**src/rtl/fb_pkg.sv**
```systemverilog
// rtl/fb_pkg.sv - shared types and default widths for the frame buffer arbiter
package fb_pkg;

  localparam int FB_ADDR_WIDTH = 16;
  localparam int FB_DATA_WIDTH = 3;

  typedef enum logic {
    IDLE  = 1'b0,
    CLEAR = 1'b1
  } fb_state_e;

endpackage

```
**src/rtl/frame_buffer_arbiter_if.sv**
```systemverilog
// rtl/frame_buffer_arbiter_if.sv - single-port synchronous RAM bus between arbiter and frame buffer
interface frame_buffer_arbiter_if
  import fb_pkg::*;
#(
  parameter int ADDR_WIDTH = FB_ADDR_WIDTH,
  parameter int DATA_WIDTH = FB_DATA_WIDTH
);

  logic                  ram_we;
  logic [ADDR_WIDTH-1:0] ram_addr;
  logic [DATA_WIDTH-1:0] ram_din;
  logic [DATA_WIDTH-1:0] ram_dout;

  modport master (
    output ram_we,
    output ram_addr,
    output ram_din,
    input  ram_dout
  );

  modport slave (
    input  ram_we,
    input  ram_addr,
    input  ram_din,
    output ram_dout
  );

endinterface

```
**src/rtl/fb_addr_counter.sv**
```systemverilog
// rtl/fb_addr_counter.sv - clear-screen address counter with synchronous load-to-zero and terminal flag
module fb_addr_counter
  import fb_pkg::*;
#(
  parameter int WIDTH = FB_ADDR_WIDTH
) (
  input  logic             clk,
  input  logic             rst_n,
  input  logic             load,
  input  logic             en,
  output logic [WIDTH-1:0] count,
  output logic             tc
);

  always_ff @(posedge clk or negedge rst_n) begin
    if (!rst_n) begin
      count <= '0;
    end else if (load) begin
      count <= '0;
    end else if (en) begin
      count <= count + WIDTH'(1);
    end
  end

  assign tc = &count;

endmodule

```
**src/rtl/frame_buffer_arbiter.sv**
```systemverilog
// rtl/frame_buffer_arbiter.sv - shares one RAM port between video reads, a clear-screen engine and a pixel writer
module frame_buffer_arbiter
  import fb_pkg::*;
#(
  parameter int ADDR_WIDTH = FB_ADDR_WIDTH,
  parameter int DATA_WIDTH = FB_DATA_WIDTH
) (
  input  logic                  clk,
  input  logic                  rst_n,
  input  logic                  vid_rd_req,
  input  logic [ADDR_WIDTH-1:0] vid_addr,
  output logic                  vid_rd_valid,
  output logic [DATA_WIDTH-1:0] vid_rd_data,
  input  logic                  wr_req,
  input  logic [ADDR_WIDTH-1:0] wr_addr,
  input  logic [DATA_WIDTH-1:0] wr_data,
  output logic                  wr_ack,
  input  logic                  clr_start,
  input  logic [DATA_WIDTH-1:0] clr_color,
  output logic                  clr_busy,
  output logic                  clr_done,
  frame_buffer_arbiter_if.master ram
);

  fb_state_e             state_q;
  fb_state_e             state_d;
  logic [ADDR_WIDTH-1:0] cnt;
  logic                  cnt_tc;
  logic                  cnt_load;
  logic                  clr_grant;
  logic                  wr_grant;
  logic [DATA_WIDTH-1:0] color_q;
  logic [ADDR_WIDTH-1:0] addr_q;
  logic                  vid_valid_q;
  logic                  done_q;
  logic                  sel_we;
  logic [ADDR_WIDTH-1:0] sel_addr;
  logic [DATA_WIDTH-1:0] sel_din;

  fb_addr_counter #(
    .WIDTH (ADDR_WIDTH)
  ) u_addr_counter (
    .clk   (clk),
    .rst_n (rst_n),
    .load  (cnt_load),
    .en    (clr_grant),
    .count (cnt),
    .tc    (cnt_tc)
  );

  always_ff @(posedge clk or negedge rst_n) begin
    if (!rst_n) begin
      state_q     <= IDLE;
      color_q     <= '0;
      addr_q      <= '0;
      vid_valid_q <= 1'b0;
      done_q      <= 1'b0;
    end else begin
      state_q     <= state_d;
      addr_q      <= sel_addr;
      vid_valid_q <= vid_rd_req;
      done_q      <= clr_grant && cnt_tc;
      if (cnt_load) begin
        color_q <= clr_color;
      end
    end
  end

  always_comb begin
    state_d   = state_q;
    cnt_load  = 1'b0;
    clr_grant = 1'b0;
    wr_grant  = 1'b0;
    case (state_q)
      IDLE: begin
        wr_grant = wr_req && !vid_rd_req;
        if (clr_start) begin
          state_d  = CLEAR;
          cnt_load = 1'b1;
        end
      end
      CLEAR: begin
        clr_grant = !vid_rd_req;
        if (clr_grant && cnt_tc) begin
          state_d = IDLE;
        end
      end
      default: state_d = IDLE;
    endcase
  end

  // Video always wins the port; an ungranted cycle leaves the address where it was.
  always_comb begin
    sel_we   = 1'b0;
    sel_addr = addr_q;
    sel_din  = '0;
    if (vid_rd_req) begin
      sel_addr = vid_addr;
    end else if (clr_grant) begin
      sel_we   = 1'b1;
      sel_addr = cnt;
      sel_din  = color_q;
    end else if (wr_grant) begin
      sel_we   = 1'b1;
      sel_addr = wr_addr;
      sel_din  = wr_data;
    end
  end

  assign ram.ram_we   = sel_we && rst_n;
  assign ram.ram_addr = sel_addr;
  assign ram.ram_din  = sel_din;
  assign wr_ack       = wr_grant && rst_n;
  assign clr_busy     = (state_q == CLEAR);
  assign clr_done     = done_q;
  assign vid_rd_valid = vid_valid_q;
  assign vid_rd_data  = ram.ram_dout;

endmodule

```
**src/flat_wrapper.sv**
```systemverilog
// flat-port wrapper written by rule: the top's interface ports become plain ports
module frame_buffer_arbiter_flat import fb_pkg::*;
#(
  parameter int ADDR_WIDTH = FB_ADDR_WIDTH,
  parameter int DATA_WIDTH = FB_DATA_WIDTH
)
  (clk, rst_n, vid_rd_req, vid_addr, vid_rd_valid, vid_rd_data, wr_req, wr_addr, wr_data, wr_ack, clr_start, clr_color, clr_busy, clr_done, ram_ram_we, ram_ram_addr, ram_ram_din, ram_ram_dout);
  frame_buffer_arbiter_if #(.ADDR_WIDTH(ADDR_WIDTH), .DATA_WIDTH(DATA_WIDTH)) ram_i ();
  input  logic clk;
  input  logic rst_n;
  input  logic vid_rd_req;
  input  logic [ADDR_WIDTH-1:0] vid_addr;
  output logic vid_rd_valid;
  output logic [DATA_WIDTH-1:0] vid_rd_data;
  input  logic wr_req;
  input  logic [ADDR_WIDTH-1:0] wr_addr;
  input  logic [DATA_WIDTH-1:0] wr_data;
  output logic wr_ack;
  input  logic clr_start;
  input  logic [DATA_WIDTH-1:0] clr_color;
  output logic clr_busy;
  output logic clr_done;
  output wire logic [$bits(ram_i.ram_we)-1:0] ram_ram_we;
  output wire logic [$bits(ram_i.ram_addr)-1:0] ram_ram_addr;
  output wire logic [$bits(ram_i.ram_din)-1:0] ram_ram_din;
  input wire logic [$bits(ram_i.ram_dout)-1:0] ram_ram_dout;
  assign ram_ram_we = ram_i.ram_we;
  assign ram_ram_addr = ram_i.ram_addr;
  assign ram_ram_din = ram_i.ram_din;
  assign ram_i.ram_dout = ram_ram_dout;
  frame_buffer_arbiter #(.ADDR_WIDTH(ADDR_WIDTH), .DATA_WIDTH(DATA_WIDTH)) u_core (.clk(clk), .rst_n(rst_n), .vid_rd_req(vid_rd_req), .vid_addr(vid_addr), .vid_rd_valid(vid_rd_valid), .vid_rd_data(vid_rd_data), .wr_req(wr_req), .wr_addr(wr_addr), .wr_data(wr_data), .wr_ack(wr_ack), .clr_start(clr_start), .clr_color(clr_color), .clr_busy(clr_busy), .clr_done(clr_done), .ram(ram_i));
endmodule
```
**config.mk**
```make
export PLATFORM = sky130hd
export DESIGN_NAME = frame_buffer_arbiter_flat
export DESIGN_NICKNAME = d
export VERILOG_FILES = /design/src/rtl/fb_pkg.sv /design/src/rtl/frame_buffer_arbiter_if.sv /design/src/rtl/fb_addr_counter.sv /design/src/rtl/frame_buffer_arbiter.sv /design/src/flat_wrapper.sv
export SDC_FILE = /design/constraint.sdc
export NUM_CORES = 1
export LEC_CHECK = 0
export ABC_AREA = 1
export CAP_MARGIN = 15
export CORE_MARGIN = 10
export CORE_UTILIZATION = 43
export CTS_BUF_LIST = sky130_fd_sc_hd__clkbuf_8
export CTS_CLUSTER_DIAMETER = 30
export DETAILED_ROUTE_END_ITERATION = 16
export GPL_TIMING_DRIVEN = 0
export PLACE_DENSITY_LB_ADDON = 0.25
export SKIP_LAST_GASP = 1
export SLEW_MARGIN = 20
export SYNTH_ARGS = -nofsm -noshare
export SYNTH_HDL_FRONTEND = slang
export SYNTH_HIERARCHICAL = 1
export SYNTH_SLANG_ARGS = --single-unit
```
**constraint.sdc**
```tcl
create_clock -name clk -period 1.5 [get_ports clk]
set_input_delay 0.3 -clock clk [delete_from_list [all_inputs] [get_ports clk]]
set_output_delay 0.3 -clock clk [all_outputs]
set_load 0.05 [all_outputs]
```
==> out/metrics.yaml <==
final_layout:
  fill_cells: 310
  final_net_count: 465
  most-common-layout-cells: "nand2_1 (58), clkdlybuf4s50_1 (42), dfrtp_1 (35), nand2_2 (29)"
  drive_gt1_share_pct: 42.1
  final_common_cell: "nand2_1"
  syn_to_final_growth_pct: 78.8
  n_antenna_cell: 0
  multiInputGateArea_um2: 1450
  final_util_pct: 79.2
  regArea_um2: 955
worst_setup_path:
  crit_slowest_cell: "dfrtp_2"
  start_kind: "flop"
  max_stage_delay_ns: 0.46
  r2r-start: "u_core/clr_busy"
  worst_setup_path_end_kind: "output port"
  regToRegSetupSlack_ns: -0.31
  cp.arrival_ns: 1.71
  worstPathRequired_ns: 1.20
  crit_chain: "o21ai_2, buf_4, nand2_1, nand3_1, nand2_2, clkinvlp_4, buf_8"
  crit_path_start: "u_core/clr_busy"
  cp_max_fo: 5
  path_class: "flop to output port"
  critPathBufInv: 3
  crit_family: "flip-flops"
timing:
  fin_setup_tns_ns: -12.46
  holdWs_ns: 0.0638
  relSlewSlack_pct: 60.8
  post-route-period-util_pct: 134
  fmax_mhz: 497
  rsz0062_at_grt: "yes"
  fin_crit_ns: 2.01
  final_max_slew_viol_count: 0
  hold_violations: 0
  setup_violations: 41
  worst_pin_slew_ns: 0.586
  timing.final.ws_setup_ns: -0.511
  clock_skew_ns: 0.00729
clock_tree:
  cts_tree: "done"
  clk_path_buf_depth: 2
  cts-root-buf: "clkbuf_8"
  htree_levels: 2
  clock_sinks: 38
  numCtsBuffers: 5
  clk_pin_slew_ns: 0.08
  clock_latency_ns: 0.29
yosys:
  synth.distinct_cells: 30
  synth_compound_area_share_pct: 10.3
  synth_cells: 312
  yosysWarnings: 6
  avgSynthCellArea_um2: 7.25
  ys_ff_latch: 38
  yosys.area_share.simple_pct: 35.5
  syn-num-nets: 359
  synthXorXnorAreaFrac_pct: 0.387
  synthAdderAreaFrac_pct: 0.553
  synthMuxAreaShare_pct: 0
  synth_area_um2: 2260
  synth_top_family_by_area: "simple AND/OR/NAND/NOR gates"
  yosysSeqAreaShare_pct: 42.0
route:
  vias_per_cell: 5.33
  wl_um: 8890
  drc: 0
  ant_nets: 0
  via_count: 2603
  avgRoutedWirePerCell_um: 18.2
  drt-pass1-iter-count: 4
  drtIter0Drc: 252
power:
  peakVddDrop_v: 0.000847
  p_leak_uw: 0.00179
  p_per_area_nw_per_um2: 1040
  power_uw: 4210
place:
  port_buffers: 69
  dp_hpwl_um: 5150
  gp_congestion: 0.865
global_routing:
  grt_max_degree: 26
  first_global_vias: 2523
  grt_pass1_wl_um: 12600
  overflow: 0
  antenna_found_initial: 0
  grtUsageTotal_pct: 18.1
floorplan:
  start_util_pct: 44.3
  die_w_um: 92.5
  die_height_um: 92.5
  rows: 26
  ioPinCount: 73
  die-area_um2: 8560
  core_um2: 5110
status:
  status: "complete, but fails checks"
  violations: "negative setup slack"
worst_hold_path:
  min_path_type: "primary input to async pin"
run:
  max_cap_violations: 0
cells by family after synthesis:
family	after synthesis
AND/OR/NAND/NOR	173
flip-flops	38
buffers and inverters	53
AO/OA/AOI/OAI	46
adder cells (fa/ha/maj)	1
XOR/XNOR	1
power by group:
part / leakage, uW / total [uW] / internal [uW] / switching (uW)
Sequential: 0.000449 / 1500 / 1210 / 290
Combinational: 0.00128 / 1810 / 778 / 1030
Clock: 0.0000573 / 901 / 532 / 369
Total: 0.00179 / 4210 / 2520 / 1690
final cells by class:
cell class | instances | share of cell area [%]
clock inverters | 1 | 0.742
repair buffers | 98 | 27.1
flip-flops and latches | 38 | 23.6
inverters | 39 | 4.89
clock buffers | 6 | 2.04
multi-input cells | 222 | 35.8
well taps | 70 | 2.17
plain buffers | 14 | 3.65
repair_timing:
action | in CTS | in global routing
endpoints found under the hold margin | 13 | 0
hold buffers | 2 | 0
resized for setup | 213 | 43
endpoints found under the setup margin | 41 | 40
setup buffers | 11 | 11
gates cloned | 4 | 1
pin swaps | 17 | 24
tightest hold or removal path: stages:
cell and delay (ns):
buf_2 0.12, buf_12 0.11, buf_12 0.18
final timing paths:
| check | cells after the start | endpoint |
|---|---|---|
| worst max-delay path | 7 | ram_ram_addr[5] |
| worst min-delay path | 3 | u_core/color_q[2] |
| worst max register to register | 11 | u_core/u_addr_counter/count[15] |
| worst min register to register | 2 | u_core/color_q[2] |
| max in group asynchronous | 2 | u_core/u_addr_counter/count[0] |
| min in group clk | 1 | u_core/vid_rd_valid |
synth_stat cells:
library cell	number	area, um2
nor3_1	1	5.00
inv_2	1	3.75
nand2_2	4	25.0
or2_2	6	37.5
inv_4	1	6.26
nor2_2	2	12.5
xnor2_1	1	8.76
o21ai_0	11	55.1
nand3_4	1	17.5
nand3_2	1	10.0
nor2_1	30	113
o21ai_1	1	5.00
inv_1	37	139
buf_2	4	20.0
buf_4	5	37.5
clkbuf_1	1	3.75
nor3_2	1	10.0
nand4_1	11	68.8
a21oi_1	33	165
or2_0	4	25.0
buf_6	4	45.0
and2_1	1	6.26
nor2_4	3	33.8
nor4_1	1	6.26
o21bai_1	1	7.51
ha_1	1	12.5
nor3b_1	1	7.51
dfrtp_1	38	951
nand3_1	21	105
nand2_1	85	319
stage by stage:
stage / area (um2) / std cells / worst slack (ns)
2_1_floorplan: 2430 / 312 / -0.187
3_3_place_gp: 3210 / 451 / -2.18
3_5_place_dp: 3220 / 452 / -1.31
4_1_cts: 3740 / 476 / -0.423
5_1_grt: 4050 / 488 / -0.588
6_report: 4050 / 488 / -0.511
routing by layer:
metal  global-route usage, %  share of wire (%)  wire length, um  up-vias
li1                        -                  -                -     1200
met1                    20.5                 37             3270     1276
met2                    30.5                 53             4710      109
met3                    7.26                7.9              705       18
met4                    5.91                2.3              208        0
met5                       0                  0                0        -
registers in the layout, summed over array words and instances, names as in the netlist:
signal                       count
u_core/clr_busy                  1
u_core/addr_q                   16
u_core/u_addr_counter/count     16
u_core/color_q                   3
u_core/clr_done                  1
u_core/vid_rd_valid              1
No activity file was read; power rests on OpenSTA's default activity.
